==> src/rtl/breath_pkg.sv <==
// breath_pkg: shared widths, envelope states and duty scaling for the RGB breathing PWM.
package breath_pkg;
    localparam int PWM_W  = 8;
    localparam int ENV_W  = 8;
    localparam int PROD_W = 16;

    typedef enum logic [2:0] {IDLE, RISE, PEAK, FALL, TROUGH} state_t;

    // (time * (env+1)) >> 8 so that env=255 passes time through and env=0 gives 0
    function automatic logic [PWM_W-1:0] scale(input logic [PWM_W-1:0] t, input logic [ENV_W-1:0] e);
        logic [PROD_W-1:0] p;
        p = PROD_W'(t) * (PROD_W'(e) + PROD_W'(1));
        return p[PROD_W-1 -: PWM_W];
    endfunction
endpackage

==> src/rtl/rgb_pwm_channel.sv <==
// rgb_pwm_channel: one colour channel; duty captured only at frame boundaries, compared to the shared counter.
module rgb_pwm_channel
    import breath_pkg::*;
(
    input  logic             clk,
    input  logic             rst,
    input  logic             clr,
    input  logic             fb,
    input  logic [PWM_W-1:0] time_in,
    input  logic [PWM_W-1:0] pwm_cnt,
    input  logic [ENV_W-1:0] env,
    output logic             led
);
    logic [PWM_W-1:0] duty;

    always_ff @(posedge clk or posedge rst) begin
        if (rst) begin
            duty <= '0;
            led  <= 1'b0;
        end else if (clr) begin
            duty <= '0;
            led  <= 1'b0;
        end else begin
            duty <= fb ? scale(time_in, env) : duty;
            led  <= duty > pwm_cnt;
        end
    end
endmodule

==> src/rtl/rgb_breath_pwm.sv <==
// rgb_breath_pwm: three-channel 256-step PWM scaled by a triangular breathing envelope.
// Holds the prescaler, PWM counter, frame/hold counters and the envelope FSM.
module rgb_breath_pwm
    import breath_pkg::*;
#(
    parameter int CLK_DIV     = 4,
    parameter int STEP        = 1,
    parameter int FRAMES_STEP = 2,
    parameter int HOLD_STEPS  = 8
) (
    input  logic             clk,
    input  logic             rst,
    input  logic             en,
    input  logic [PWM_W-1:0] R_time_in,
    input  logic [PWM_W-1:0] G_time_in,
    input  logic [PWM_W-1:0] B_time_in,
    output logic             led_r,
    output logic             led_g,
    output logic             led_b,
    output logic             frame_start,
    output logic [ENV_W-1:0] env_level
);
    localparam int CNT_W     = 16;
    localparam int HOLD_LAST = HOLD_STEPS > 0 ? HOLD_STEPS - 1 : 0;

    logic [CNT_W-1:0] prescaler, frame_cnt, hold_cnt, hold_n;
    logic [PWM_W-1:0] pwm_cnt;
    logic [ENV_W-1:0] env, env_n;
    state_t           state, state_n;
    logic             tick, fb, step;

    assign tick      = prescaler == CNT_W'(CLK_DIV - 1);
    assign fb        = tick && pwm_cnt == '1;
    assign step      = fb && frame_cnt == CNT_W'(FRAMES_STEP - 1);
    assign env_level = env;

    always_ff @(posedge clk or posedge rst) begin
        if (rst) begin
            prescaler   <= '0;
            pwm_cnt     <= '0;
            frame_cnt   <= '0;
            hold_cnt    <= '0;
            env         <= '0;
            state       <= IDLE;
            frame_start <= 1'b0;
        end else if (!en) begin
            prescaler   <= '0;
            pwm_cnt     <= '0;
            frame_cnt   <= '0;
            hold_cnt    <= '0;
            env         <= '0;
            state       <= IDLE;
            frame_start <= 1'b0;
        end else begin
            prescaler   <= tick ? '0 : prescaler + CNT_W'(1);
            pwm_cnt     <= tick ? pwm_cnt + PWM_W'(1) : pwm_cnt;
            frame_cnt   <= step ? '0 : fb ? frame_cnt + CNT_W'(1) : frame_cnt;
            hold_cnt    <= hold_n;
            env         <= env_n;
            state       <= state_n;
            frame_start <= fb;
        end
    end

    // Saturating envelope: clamps to 255/0 instead of wrapping
    always_comb begin
        state_n = state;
        env_n   = env;
        hold_n  = hold_cnt;
        case (state)
            IDLE: state_n = RISE;
            RISE: if (step) begin
                if (env >= ENV_W'(255 - STEP)) begin
                    env_n   = '1;
                    state_n = PEAK;
                    hold_n  = '0;
                end else env_n = env + ENV_W'(STEP);
            end
            PEAK: if (step) begin
                if (hold_cnt == CNT_W'(HOLD_LAST)) begin
                    state_n = FALL;
                    hold_n  = '0;
                end else hold_n = hold_cnt + CNT_W'(1);
            end
            FALL: if (step) begin
                if (env <= ENV_W'(STEP)) begin
                    env_n   = '0;
                    state_n = TROUGH;
                    hold_n  = '0;
                end else env_n = env - ENV_W'(STEP);
            end
            TROUGH: if (step) begin
                if (hold_cnt == CNT_W'(HOLD_LAST)) begin
                    state_n = RISE;
                    hold_n  = '0;
                end else hold_n = hold_cnt + CNT_W'(1);
            end
            default: state_n = IDLE;
        endcase
    end

    rgb_pwm_channel u_r (.clk(clk), .rst(rst), .clr(!en), .fb(fb), .time_in(R_time_in), .pwm_cnt(pwm_cnt), .env(env), .led(led_r));
    rgb_pwm_channel u_g (.clk(clk), .rst(rst), .clr(!en), .fb(fb), .time_in(G_time_in), .pwm_cnt(pwm_cnt), .env(env), .led(led_g));
    rgb_pwm_channel u_b (.clk(clk), .rst(rst), .clr(!en), .fb(fb), .time_in(B_time_in), .pwm_cnt(pwm_cnt), .env(env), .led(led_b));
endmodule

==> config.mk <==
export PLATFORM = sky130hd
export DESIGN_NAME = rgb_breath_pwm
export DESIGN_NICKNAME = d
export VERILOG_FILES = /design/src/rtl/breath_pkg.sv /design/src/rtl/rgb_pwm_channel.sv /design/src/rtl/rgb_breath_pwm.sv
export SDC_FILE = /design/constraint.sdc
export NUM_CORES = 1
export LEC_CHECK = 0
export CAP_MARGIN = 30
export CORE_ASPECT_RATIO = 1.25
export CORE_MARGIN = 5
export CORE_UTILIZATION = 50
export DETAILED_ROUTE_END_ITERATION = 10
export GPL_TIMING_DRIVEN = 0
export HOLD_SLACK_MARGIN = 0.1
export PLACE_DENSITY = 0.73
export SKIP_CTS_REPAIR_TIMING = 1
export SYNTH_ARGS = -nofsm -noshare
export SYNTH_HDL_FRONTEND = slang
export SYNTH_SLANG_ARGS = --single-unit
==> constraint.sdc <==
create_clock -name clk -period 5.3 [get_ports clk]
set_input_delay 1.06 -clock clk [delete_from_list [all_inputs] [get_ports clk]]
set_output_delay 1.06 -clock clk [all_outputs]
set_load 0.01 [all_outputs]
==> impl_results.md <==
* Setup slack, reg-to-reg at -0.25 ns
* Violated checks: negative setup slack
* Final Hold Viols at 0
* Hold depth at 1
* Critical Path End Type: register
* Outcome: finished with violations
* Die height at 184 microns
* Post-synthesis mux area share at 0.613%
* Worst R2R Path Depth at 19
* Finished Cell Area at 14200 sq um
* RR Startpoint: env_level[0]
* Critical-path cell list: buf_12 -> nand4_1 -> nor2_4 -> xor2_4 -> buf_12 -> buf_8 -> nand2_1 -> fa_1 -> fa_1 -> inv_1 -> fa_1 -> fa_1 -> ha_4 -> nand3_1 -> or4_1 -> o211ai_1 -> nand4_1 -> mux2_4 -> o22ai_2
* Die Span X at 149 microns
* Ys async rst share at 100%
* Mean Syn Cell Area at 8.90 sq um
* Crit path DAT at 5.81 ns
* Main flop type after synthesis: dfrtp_1
* Clk_lat worst skew at 0.34 ns
* Yosys cell types at 65
* Pleak at 6.88 nW
* Global-route wire length before repair at 50100 microns
* Nets@finish at 1723
* Comb power frac at 76.7%
* Largest family of logic cells by synthesized area: adder cells
* Data required, critical path at 5.55 ns
* DR vias at 10204
* R2R Path End: u_r.duty[6]
* Detailed Place HPWL at 23300 microns
* Most frequent cell after synthesis: inv_1
* Crit share post-route at 105%
* HP Start: hold_cnt[15]
* Final Worst Setup Slack at -0.254 ns
* Ant diodes at 0
* Placer congestion estimate at 0.882
* Wire length per cell at 17.8 microns
* Antenna viol nets, final at 0
* CTS sink cnt at 95
* Yosys top cell by area: fa_1
* Post-Syn Nets at 1630
* WHS Endpoint: hold_cnt[15]
* TritonCTS clock tree: yes
* Drt first pass iters at 5
* Slowest cell on the critical path: dfrtp_2
* Least-Margin Pin Slew at 0.752 ns
* RSZ-0062 raised after global routing: yes
* Synth area leaders: fa_1, dfrtp_1, ha_1
* Commonest cells in the netlist: inv_1, and2_1, ha_1
* Max incr delay on CP at 0.54 ns
* Netlist Area Pre-Place at 12000 sq um
* Initial antenna violation count at 0
* CTS H-tree depth at 3
* WL final at 31700 microns
* Clock root buffer: clkbuf_16
* Cell family with most CP delay: adder cells
* F_max at 180 MHz
* Grt ovf at 0
* Minimum clock period at 5.55 ns
* Crit-path max FO at 8
* Largest net degree at the start of global routing at 60
* CP Class: reg -> reg
* Simple-Gate Fraction of Synth Area at 23.6%
* Clock slew at reported path FFs at 0.07 ns
* Worst min path class: reg -> reg
* Most common cell on crit path: fa_1
* Setup crit start kind: register
* PnR Total Power at 6.42 mW
* Post-synthesis xor/xnor area fraction at 4.51%
* Cells after Synth at 1354
* Filler cells at 2008
* Net Sw Power at 3.04 mW
* Slew Limit Fails at 0
* IO Count at 39
* Total internal power at 3.38 mW
* Die Area at 27300 sq um
* 1st-iter DRT viols at 517
* Worst hold slack at 0.493 ns
* CORE AREA at 23700 sq um
* Initial Utilization at 50.8%
* Final setup violation count at 10
* Worst path bufs/invs at 4
* Clock Power Share at 10.5%
* Synthesized flop and latch total at 95
* Syn. warnings at 0
* Seq/Total Area, Yosys at 19.7%
* Drt via density at 5.75
* Adder-Cell Fraction of Synth Area at 33.3%
* CTS Buf Count at 9
* Yosys top cell area share at 19.9%
* Max-cap violation count at 0
* Vias in the first global route at 10091
* Port Buffer Count at 38
* Switching fraction of total power at 47.3%
* Placed Area at 12900 sq um
* Sequential share of power at 12.8%
* Compound-gate portion of the synthesized area at 11.1%
* Layout cells sized above 1 at 12.3%
* DRC errors left at 0
* Layout Skew at 0.0111 ns
* VDD IR max at 286 uV
* Bufs on Longest Clock Path at 2
* Pwr dens at 452 nW/um^2
* Max_slew headroom at 49.4%
* Total track usage at 22.3%
* Post-synth EDFFs at 0
* Row count at 63
* Area Growth Syn to Fin at 17.9%
* Worst path depth at 19
-- logic make-up (layout without fill, tap and decap cells) --
logic type / after synthesis / in the layout
xor+xnor: 62 / 62
mux: 7 / 7
simple gates: 525 / 525
compound gates: 197 / 197
fa+ha+maj: 249 / 249
flops: 95 / 95
buf+inv: 219 / 316
-- power by group through the flow --
stage	sequential (mW)	combinational, mW	clock, mW
2_1_floorplan	0.821	2.80	0
3_3_place_gp	0.825	3.65	0
3_5_place_dp	0.827	3.79	0
4_1_cts	0.813	3.81	0.681
5_1_grt	0.831	5.49	0.714
6_report	0.824	4.92	0.674
-- cells in the final DEF, fill, tap and decap left out, drive strengths merged, types with 4 or more instances in the layout --
cell type      netlist  routed
clkdlybuf4s50        0      36
clkbuf              47      47
dfrtp               95      95
a21oi               37      37
o31ai               20      20
and3                13      13
a21o                18      18
and2               156     156
xnor2               35      35
o41ai                5       5
nand3               43      43
buf                  9      66
o311ai               4       4
nor4                11      11
mux2i                4       4
nand4b               4       4
o31a                 4       4
nor2                65      65
nand2              111     111
o21ai               55      55
and4                 6       6
fa                 120     120
nand2b              12      12
xor2                27      27
or4                  4       4
a31oi                7       7
nor2b               26      26
ha                 129     129
a31o                 4       4
nand3b               4       4
o211ai               7       7
or3                  7       7
inv                163     162
nand4               36      36
nor3                19      19
-- final cells by class --
type / count / area [sq um] / share of cell area (%)
plain buffers: 54 / 338 / 2.38
clock buffers: 13 / 270 / 1.90
clock inverters: 2 / 38.8 / 0.273
inverters: 163 / 618 / 4.35
multi-input cells: 1040 / 9330 / 65.7
flip-flops and latches: 95 / 2380 / 16.8
well taps: 325 / 407 / 2.86
repair buffers: 84 / 820 / 5.77
-- registers in the layout, indices dropped and copies added, names as in the netlist, 3 cells and up --
name,flops
frame_cnt,16
hold_cnt,16
prescaler,16
env_level,8
pwm_cnt,8
u_b.duty,8
u_g.duty,8
u_r.duty,8
state,3
-- per-stage QoR --
step | setup slack (ns) | instances | util, % | setup TNS, ns
6_report | -0.254 | 1776 | 59.9 | -1.11
5_1_grt | -0.453 | 1776 | 59.9 | -3.53
4_1_cts | -1.66 | 1734 | 55.6 | -30.55
3_5_place_dp | -1.63 | 1719 | 54.3 | -30.00
3_3_place_gp | -1.84 | 1717 | 54.1 | -33.64
2_1_floorplan | 0.0296 | 1354 | - | 0
-- routing by layer --
metal | part of all wire, % | global-route usage, %
met5 | 0 | 0
met4 | 4.1 | 7.51
met3 | 3.9 | 1.60
met2 | 51 | 39.4
met1 | 41 | 29.0
-- worst max path at each step --
stage / to / start
6_report: u_r.duty[6] / env_level[0]
3_5_place_dp: u_g.duty[5] / env_level[0]
2_1_floorplan: u_r.duty[6] / env_level[0]
4_1_cts: u_b.duty[5] / env_level[0]
5_1_grt: u_r.duty[6] / env_level[0]
3_3_place_gp: u_g.duty[5] / env_level[0]
-- worst register-to-register path: stages (launching register included) --
cell      delay, ns
dfrtp_2        0.54
buf_12         0.18
nand4_1        0.23
nor2_4         0.22
xor2_4         0.19
buf_12         0.15
buf_8          0.13
nand2_1        0.08
fa_1           0.47
fa_1           0.49
inv_1          0.05
fa_1           0.47
fa_1           0.53
ha_4           0.31
nand3_1        0.09
or4_1          0.47
o211ai_1       0.23
nand4_1        0.19
mux2_4         0.34
o22ai_2        0.10
No activity file was read; power rests on OpenSTA's default activity.
